`src/rtl/cnn_pkg.sv`:
```
// Shared constants and types for the CNN result stage.
package cnn_pkg;

    localparam int unsigned CNN_DATA_BITS = 8;

    localparam logic [1:0] DISP_ROTATE = 2'd0;
    localparam logic [1:0] DISP_INDEX  = 2'd1;
    localparam logic [1:0] DISP_ONEHOT = 2'd2;
    localparam logic [1:0] DISP_MAX    = 2'd3;

    typedef enum logic [1:0] {
        RES_IDLE = 2'd0,
        RES_SCAN = 2'd1,
        RES_HOLD = 2'd2
    } res_state_t;

endpackage

```
`src/rtl/result_display_seq.sv`:
```
// LED display sequencer: dwell counter, wrap-safe rotate index and mode mux.
module result_display_seq
    import cnn_pkg::*;
#(
    parameter int unsigned N_CLASS   = 7,
    parameter int unsigned DATA_BITS = CNN_DATA_BITS,
    parameter int unsigned DWELL     = 10000,
    parameter int unsigned IDX_W     = 3
) (
    input  logic                           clk,
    input  logic                           reset,
    input  logic [N_CLASS*DATA_BITS-1:0]   snap_i,
    input  logic [IDX_W-1:0]               class_i,
    input  logic [DATA_BITS-1:0]           max_i,
    input  logic [1:0]                     mode_i,
    input  logic                           restart_i,
    output logic [DATA_BITS-1:0]           led_o
);

    localparam int unsigned CNT_W = (DWELL > 1) ? $clog2(DWELL) : 1;
    localparam logic [CNT_W-1:0] CNT_LAST = CNT_W'(DWELL - 1);
    localparam logic [IDX_W-1:0] IDX_LAST = IDX_W'(N_CLASS - 1);
    localparam bit ONEHOT_FITS = (N_CLASS <= DATA_BITS);

    logic [CNT_W-1:0]     dwell_cnt, dwell_cnt_nxt;
    logic [IDX_W-1:0]     disp_idx, disp_idx_nxt;
    logic                 have_result;
    logic [DATA_BITS-1:0] scores [N_CLASS];
    logic [DATA_BITS-1:0] led_nxt;

    // Unpack the snapshot into per-class scores
    always_comb begin
        for (int k = 0; k < int'(N_CLASS); k++) begin
            scores[k] = snap_i[k*DATA_BITS +: DATA_BITS];
        end
    end

    // Next dwell count and rotate index; a new result restarts at class 0
    always_comb begin
        dwell_cnt_nxt = dwell_cnt;
        disp_idx_nxt  = disp_idx;
        if (restart_i) begin
            dwell_cnt_nxt = '0;
            disp_idx_nxt  = '0;
        end else if (dwell_cnt == CNT_LAST) begin
            dwell_cnt_nxt = '0;
            disp_idx_nxt  = (disp_idx == IDX_LAST) ? '0 : disp_idx + IDX_W'(1);
        end else begin
            dwell_cnt_nxt = dwell_cnt + CNT_W'(1);
        end
    end

    // Display mux; rotate uses the next index so each class shows exactly DWELL cycles
    always_comb begin
        led_nxt = '0;
        case (mode_i)
            DISP_ROTATE: led_nxt = scores[disp_idx_nxt];
            DISP_INDEX:  led_nxt = DATA_BITS'(class_i);
            DISP_ONEHOT: led_nxt = ONEHOT_FITS ? (DATA_BITS'(1) << class_i) : DATA_BITS'(class_i);
            DISP_MAX:    led_nxt = max_i;
            default:     led_nxt = '0;
        endcase
    end

    // Display registers; LED stays dark until the first result arrives
    always_ff @(posedge clk or posedge reset) begin
        if (reset) begin
            dwell_cnt   <= '0;
            disp_idx    <= '0;
            have_result <= 1'b0;
            led_o       <= '0;
        end else begin
            if (restart_i) begin
                have_result <= 1'b1;
            end
            if (restart_i || have_result) begin
                dwell_cnt <= dwell_cnt_nxt;
                disp_idx  <= disp_idx_nxt;
                led_o     <= led_nxt;
            end
        end
    end

endmodule

```
`src/rtl/cnn_result_unit.sv`:
```
// Classification result unit: captures a score vector, finds the argmax one class per cycle.
module cnn_result_unit
    import cnn_pkg::*;
#(
    parameter int unsigned N_CLASS   = 7,
    parameter int unsigned DATA_BITS = CNN_DATA_BITS,
    parameter int unsigned DWELL     = 10000,
    parameter bit          SIGNED    = 1'b1,
    localparam int unsigned IDX_W    = (N_CLASS > 2) ? $clog2(N_CLASS) : 1
) (
    input  logic                           clk,
    input  logic                           reset,
    input  logic                           valid_i,
    input  logic [N_CLASS*DATA_BITS-1:0]   data_i,
    input  logic [1:0]                     mode_i,
    output logic                           ready_o,
    output logic                           done_o,
    output logic [IDX_W-1:0]               class_o,
    output logic [DATA_BITS-1:0]           max_o,
    output logic [DATA_BITS-1:0]           led_o
);

    localparam logic [IDX_W-1:0] LAST_IDX = IDX_W'(N_CLASS - 1);

    res_state_t                   state;
    logic [N_CLASS*DATA_BITS-1:0] snap;
    logic [DATA_BITS-1:0]         best;
    logic [IDX_W-1:0]             best_idx;
    logic [IDX_W-1:0]             scan_idx;
    logic [DATA_BITS-1:0]         scores [N_CLASS];
    logic [DATA_BITS-1:0]         cand;
    logic                         cand_gt;

    // Unpack the snapshot into per-class scores
    always_comb begin
        for (int k = 0; k < int'(N_CLASS); k++) begin
            scores[k] = snap[k*DATA_BITS +: DATA_BITS];
        end
    end

    // Strictly-greater compare so ties keep the lowest index
    always_comb begin
        cand    = scores[scan_idx];
        cand_gt = SIGNED ? ($signed(cand) > $signed(best)) : (cand > best);
    end

    // Argmax FSM: accept in IDLE/HOLD, scan classes 1..N_CLASS-1, publish on the last
    always_ff @(posedge clk or posedge reset) begin
        if (reset) begin
            state    <= RES_IDLE;
            ready_o  <= 1'b1;
            done_o   <= 1'b0;
            class_o  <= '0;
            max_o    <= '0;
            snap     <= '0;
            best     <= '0;
            best_idx <= '0;
            scan_idx <= '0;
        end else begin
            done_o <= 1'b0;
            case (state)
                RES_IDLE, RES_HOLD: begin
                    if (valid_i) begin
                        snap     <= data_i;
                        best     <= data_i[DATA_BITS-1:0];
                        best_idx <= '0;
                        scan_idx <= IDX_W'(1);
                        ready_o  <= 1'b0;
                        state    <= RES_SCAN;
                    end
                end
                RES_SCAN: begin
                    if (scan_idx == LAST_IDX) begin
                        class_o <= cand_gt ? scan_idx : best_idx;
                        max_o   <= cand_gt ? cand : best;
                        done_o  <= 1'b1;
                        ready_o <= 1'b1;
                        state   <= RES_HOLD;
                    end else begin
                        if (cand_gt) begin
                            best     <= cand;
                            best_idx <= scan_idx;
                        end
                        scan_idx <= scan_idx + IDX_W'(1);
                    end
                end
                default: begin
                    ready_o <= 1'b1;
                    state   <= RES_IDLE;
                end
            endcase
        end
    end

    result_display_seq #(
        .N_CLASS   (N_CLASS),
        .DATA_BITS (DATA_BITS),
        .DWELL     (DWELL),
        .IDX_W     (IDX_W)
    ) u_display (
        .clk       (clk),
        .reset     (reset),
        .snap_i    (snap),
        .class_i   (class_o),
        .max_i     (max_o),
        .mode_i    (mode_i),
        .restart_i (done_o),
        .led_o     (led_o)
    );

endmodule
```
`config.mk`:
```
export PLATFORM = sky130hd
export DESIGN_NAME = cnn_result_unit
export DESIGN_NICKNAME = d
export VERILOG_FILES = /design/src/rtl/cnn_pkg.sv /design/src/rtl/result_display_seq.sv /design/src/rtl/cnn_result_unit.sv
export SDC_FILE = /design/constraint.sdc
export NUM_CORES = 1
export LEC_CHECK = 0
export CORE_MARGIN = 2
export CORE_UTILIZATION = 35
export CTS_BUF_LIST = sky130_fd_sc_hd__clkbuf_4
export CTS_CLUSTER_DIAMETER = 30
export DETAILED_ROUTE_END_ITERATION = 16
export MAX_ROUTING_LAYER = met4
export PLACE_DENSITY = 0.52
export SLEW_MARGIN = 10
export SYNTH_ARGS = -nofsm -noshare
export SYNTH_HDL_FRONTEND = slang
export SYNTH_HIERARCHICAL = 1
export SYNTH_SLANG_ARGS = --single-unit
export TNS_END_PERCENT = 30
```
`constraint.sdc`:
```
create_clock -name clk -period 4.1 [get_ports clk]
set_input_delay 0.41 -clock clk [delete_from_list [all_inputs] [get_ports clk]]
set_output_delay 0.41 -clock clk [all_outputs]
set_load 0.005 [all_outputs]
```
Yosys cells after proc, flatten, opt, wreduce, memory -nomap -nowiden
Index checks and enable logic that the tools add are counted.
- bits in registers: 111
- bits of input ports: 61
- output and inout port bits: 21
- word-level logic and storage cells: 73
- add/sub/neg operators: 3
- magnitude comparators: 3
- equal/unequal tests: 11
- shifts and indexed selects: 1
- muxes and demuxes: 31
- bitwise operators: 2
- reduce and logical (&&, ||, !) cells: 9
- operator list (kind ; count):
    $mux 8 ; 7
    $bmux 8 s3 ; 2
    $pmux 8 s4 ; 1
    $mux 14 ; 2
    $mux 3 ; 8
    $pmux 8 s2 ; 1
    $add 14x1->14 const B ; 1
    $eq 14x14->1 const B ; 1
    $pmux 3 s2 ; 2
    $ge 4x4->1 const B ; 2
    $gt 8x8->1 ; 1
    $not 3->4 ; 2
    $shl 1x3->8 const A ; 1
    $add 3x1->3 const B ; 2
    $eq 2x2->1 const B ; 3
    $eq 3x3->1 const B ; 2
    $ne 2x2->1 const B ; 3
    $reduce_and 2->1 ; 3
    $eq 2x1->1 const B ; 2
    $logic_not 2->1 ; 2
    $mux 1 ; 4
    $mux 2 ; 2
    $pmux 2 s2 ; 1
    $reduce_and 3->1 ; 1
    other kinds (4) ; 4

Longest topological paths before layout
- depth in word-level cells: 9
- depth in mapped cells: 14
- depth with buffers taken out: 10

Cells and area by module
The synthesis kept the hierarchy.
- by module, submodules not included (module ; instances ; cells each ; area each (um^2) ; seq. area each (um^2)):
    cnn_result_unit ; 1 ; 470 ; 4349.2 ; 2128.3
    result_display_seq ; 1 ; 242 ; 2039.5 ; 650.6

Worst setup path after synthesis
Ideal clock, no wire load.
- path kind: register -> register
- start: register u_display.dwell_cnt[6]
- end: register u_display.led_o[5]
- setup time: 0.124 ns
- arrival: 2.893 ns
- data required time: 3.976 ns
- path slack: 1.083 ns
- stages on the path, launching flop included: 8
- buffers on the path: 1
- period minus slack after synthesis: 3.017 ns
- path through: dfrtp_1 -> or4b_4 -> or4_1 -> buf_6 -> mux2i_4 -> mux4_1 -> and2_1 -> o31a_1
- longest elaborated chain between the ends: 8
- RTL lines (item ; RTL line ; RTL):
    from (decl) ; result_display_seq.sv:25 ; logic [CNT_W-1:0] dwell_cnt, dwell_cnt_nxt;
    from (signal assigned) ; result_display_seq.sv:77 ; dwell_cnt <= dwell_cnt_nxt;
    $eq 14x14->1 ; result_display_seq.sv:45 ; end else if (dwell_cnt == CNT_LAST) begin
    $mux 3 ; result_display_seq.sv:45 ;
    $mux 3 ; result_display_seq.sv:42 ; if (restart_i) begin
    $not 3->4 (not written as such) ; result_display_seq.sv:57 ; DISP_ROTATE: led_nxt = scores[disp_idx_nxt];
    $bmux 8 s3 ; result_display_seq.sv:57 ;
    $mux 8 (not written as such) (2 in a row) ; result_display_seq.sv:57 ;
    $pmux 8 s4 ; result_display_seq.sv:56 ; case (mode_i)
    to (signal assigned) ; result_display_seq.sv:79 ; led_o <= led_nxt;
    to (decl) ; result_display_seq.sv:17 ; output logic [DATA_BITS-1:0] led_o
No other way between the ends. The select of a mux whose other input is x is not followed.
A chain may end at the register's enable or synchronous reset.

Final worst setup path
- start: register scan_idx[1]
- end: register best_idx[1]
- longest elaborated chain between the ends: 8
- elaborated cells between the ends (all ways): 11
- classes of those cells: order compare: 1; eq/ne: 2; mux: 6; bitwise: 1; reduce/logical: 1
- RTL lines (item ; RTL line ; RTL):
    from (decl) ; cnn_result_unit.sv:29 ; logic [IDX_W-1:0] scan_idx;
    from (signal assigned) ; cnn_result_unit.sv:84 ; scan_idx <= scan_idx + IDX_W'(1);
    $not 3->4 (not written as such) ; cnn_result_unit.sv:43 ; cand = scores[scan_idx];
    $bmux 8 s3 ; cnn_result_unit.sv:43 ;
    $mux 8 (not written as such) (2 in a row) ; cnn_result_unit.sv:43 ;
    $gt 8x8->1 ; cnn_result_unit.sv:44 ; cand_gt = SIGNED ? ($signed(cand) > $signed(best)) : (cand > best);
    $mux 3 ; cnn_result_unit.sv:80 ; if (cand_gt) begin
    $mux 3 ; cnn_result_unit.sv:73 ; if (scan_idx == LAST_IDX) begin
    $pmux 3 s2 ; cnn_result_unit.sv:61 ; case (state)
    to (signal assigned) ; cnn_result_unit.sv:82 ; best_idx <= scan_idx;
    to (decl) ; cnn_result_unit.sv:28 ; logic [IDX_W-1:0] best_idx;
Several ways; a longest one is shown, not always the timed one. The select of a mux whose other input is x is not followed.

==> results.toml <==
[run_status]
run_status = "finished clean"

[timing]
final_hold_viol_count = 0
hold_ws_ns = 0.400
setup_tns_ns = 0
skew_ns = 0.0265
fin_crit_ns = 3.53
rsz0062_at_grt = "no"
fin_crit_sh_pct = 86.0
setup_viol = 0
fmax_ghz = 0.284
slew-limit-headroom_pct = 26.4
tightestPinTransition_ns = 1.10
drv_slew = 0

[logic_synthesis]
synth_seq_area_share_pct = 43.5
ys_async_sr_fraction_pct = 100
synth_area_mm2 = 0.00639
synth_edf_count = 0
ys_types = 77
ys_seq_elements = 111
synth_cells = 712
synth_nets = 784
synth_area_per_cell_um2 = 8.97
yosysWarningCount = 6
synth-main-ff-cell = "dfrtp_1"

[floorplanning]
dieArea_mm2 = 0.0194
die_h_um = 139
fp.dieW_um = 139
io-pin-count = 82
core_mm2 = 0.0180
start_util_pct = 35.6
row_count = 49

[worst_setup_path]
path_cells = "buf_4 -> mux2_1 -> a221oi_2 -> a221oi_2 -> ha_1 -> o211ai_1 -> o221a_1 -> o31ai_4 -> a32o_1"
cp-end-kind = "flop"
reg2reg_slack_ns = 0.57
crit_path_start_kind = "flop"
crit_buf_inv = 1
cp.required_ns = 4.51
crit_slowest_cell = "o221a_1"
cp_top_family = "compound AO/OA/AOI/OAI gates"
crit_top_cell = "a221oi_2"
cpPeakStageDelay_ns = 0.74
worstPathArrival_ns = 3.93
critPathKind = "reg -> reg"
crit_fanout = 21

[clocking]
clk_pin_slew_ns = 0.18
cts.sinks = 111
clk_latency_ns = 0.51
cts_buffer_depth = 2
cts_tree = "done"
hold_buffers = 0
htree_num_levels = 3
ctsResizeCount = 0
postCtsSetupBuffers = 0
cts-root-buf = "clkbuf_4"
cts_buffers = 9

[detailed_routing]
firstDrtPassIters = 7
final_antenna_net_count = 0
drc_errors = 0
drt_iter0_markers = 430
viasPerCell = 5.43
num_vias = 5493
wl_mm = 18.8
wl_per_cell_um = 18.6

[cells_and_area]
final_area_mm2 = 0.00752
nets = 848
final_cells = 1011
drive_gt1_share_pct = 8.83
synthToLayoutAreaGrowth_pct = 17.6
post-route-util_pct = 41.8
num-fill-cells = 1800

[grt]
grt_max_degree = 60
grt_pass1_wl_mm = 30.3
grt_pass1_vias = 5339
antenna_found_initial = 1
grt_overflow = 0
globalRouteTotalUtil_pct = 20.5

[placement]
gp_congestion = 0.891
dpl.hpwl_mm = 14.5
dp.cells = 994
port_buffers = 81
dpl_cell_area_mm2 = 0.00736

[pwr]
powerDensity_mw_per_mm2 = 795
ir_worst_vdd_v = 0.000274
p_leak_nw = 3.31

[run]
maxCapViolations = 0

[min_path]
hold_path.class = "in -> reg"
per-layer routing:
metal / wire, um / up-vias / global-route usage, % / part of all wire, %
met5: 0 / - / - / 0
met4: 386 / 0 / 6.38 / 2.1
met3: 988 / 22 / 3.38 / 5.3
met2: 8450 / 174 / 30.8 / 45
met1: 8970 / 2652 / 28.5 / 48
li1: - / 2645 / - / -
cells by family after synthesis:
kind of cell | after synthesis | share of synthesized area, %
mux | 40 | 7.32
simple gates | 331 | 23.0
fa+ha+maj | 11 | 2.15
buf+inv | 70 | 5.52
flops | 111 | 43.5
compound gates | 142 | 17.6
xor+xnor | 7 | 0.960
report_power, final:
part	internal, mW	total, mW	switching [mW]
Combinational	1.34	3.23	1.89
Clock	0.205	0.595	0.390
Sequential	1.56	2.15	0.591
Total	3.11	5.98	2.87
cell type report:
cell class | count | area (um2) | area share (%)
multi-input cells | 531 | 3270 | 43.5
well taps | 229 | 287 | 3.81
clock buffers | 10 | 75.1 | 0.999
inverters | 26 | 98.8 | 1.32
diodes | 1 | 2.50 | 0.0333
flip-flops and latches | 111 | 2780 | 37.0
clock inverters | 6 | 76.3 | 1.02
repair buffers | 97 | 931 | 12.4
stage by stage:
step	worst slack, ns	power (mW)
floorplan	1.08	4.30
global placement	0.686	5.30
detailed placement	0.636	5.40
CTS	0.568	6.01
global route	0.363	6.48
finish	0.575	5.98
final timing paths:
check	start	end	depth (start not counted)
setup reg to reg	scan_idx[1]$_DFFE_PP0P_	best_idx[1]$_DFFE_PP0P_	9
hold / removal	data_i[33]	snap[33]$_DFFE_PP0P_	3
setup / recovery	scan_idx[1]$_DFFE_PP0P_	best_idx[1]$_DFFE_PP0P_	9
hold reg to reg	ready_o$_DFFE_PP1P_	ready_o$_DFFE_PP1P_	2
min in group asynchronous	reset	best[6]$_DFFE_PP0P_	2
max in group asynchronous	reset	snap[25]$_DFFE_PP0P_	3
state kept, by name (all words and copies together) (netlist names), 3 cells and up:
name	count
best_idx	3
best	8
u_display/dwell_cnt	14
scan_idx	3
class_o	3
snap	56
u_display/led_o	8
u_display/disp_idx	3
max_o	8
placed cells by master, fill, tap and decap left out, drive strengths merged, types with 3 or more instances in the layout:
| master | instances |
|---|---|
| o211ai | 17 |
| nor2 | 23 |
| a31oi | 4 |
| nand4 | 16 |
| clkdlybuf4s50 | 81 |
| o31ai | 4 |
| a21oi | 27 |
| and3 | 4 |
| nor4 | 5 |
| mux2i | 26 |
| inv | 28 |
| clkinv | 3 |
| nor2b | 5 |
| xnor2 | 4 |
| clkbuf | 10 |
| a32o | 3 |
| a21boi | 6 |
| a221oi | 19 |
| o21ai | 29 |
| a211oi | 4 |
| or3 | 3 |
| mux2 | 11 |
| buf | 16 |
| nand2 | 216 |
| nand3 | 28 |
| nor3 | 8 |
| dfrtp | 110 |
| xor2 | 3 |
| ha | 11 |
| mux4 | 3 |
| a2111oi | 4 |
| a22o | 4 |
| nand3b | 3 |
| and2 | 9 |
cells in the mapped netlist (4+ instances only):
cell type | number | share of area [%]
o211ai_1 | 17 | 2.0
o21ai_0 | 24 | 1.9
a221oi_1 | 5 | 0.69
and2_1 | 8 | 0.78
dfrtp_1 | 110 | 43
inv_1 | 24 | 1.4
nor2b_1 | 5 | 0.49
buf_6 | 7 | 1.2
a21oi_1 | 26 | 2.0
a221oi_2 | 14 | 3.3
nand3_1 | 28 | 2.2
ha_1 | 11 | 2.2
a2111oi_0 | 4 | 0.55
buf_2 | 15 | 1.2
nand2_1 | 216 | 13
mux2_1 | 8 | 1.4
a31oi_1 | 4 | 0.39
a22o_1 | 4 | 0.55
nand4_1 | 15 | 1.5
mux2i_1 | 25 | 3.9
nor2_1 | 22 | 1.3
o21ai_1 | 4 | 0.31
and3_1 | 4 | 0.39
buf_4 | 5 | 0.59
nor3_1 | 8 | 0.63
a211oi_1 | 4 | 0.47
clkbuf_1 | 15 | 0.88
nor4_1 | 4 | 0.39
xnor2_1 | 4 | 0.55
a21boi_0 | 6 | 0.71
worst reg2reg max path, cell delays in order (launching register included):
cell and delay (ns):
dfrtp_1 0.64, buf_4 0.41, mux2_1 0.38, a221oi_2 0.25, a221oi_2 0.09, ha_1 0.38
o211ai_1 0.16, o221a_1 0.74, o31ai_4 0.15, a32o_1 0.23
No activity file was read; power rests on OpenSTA's default activity.
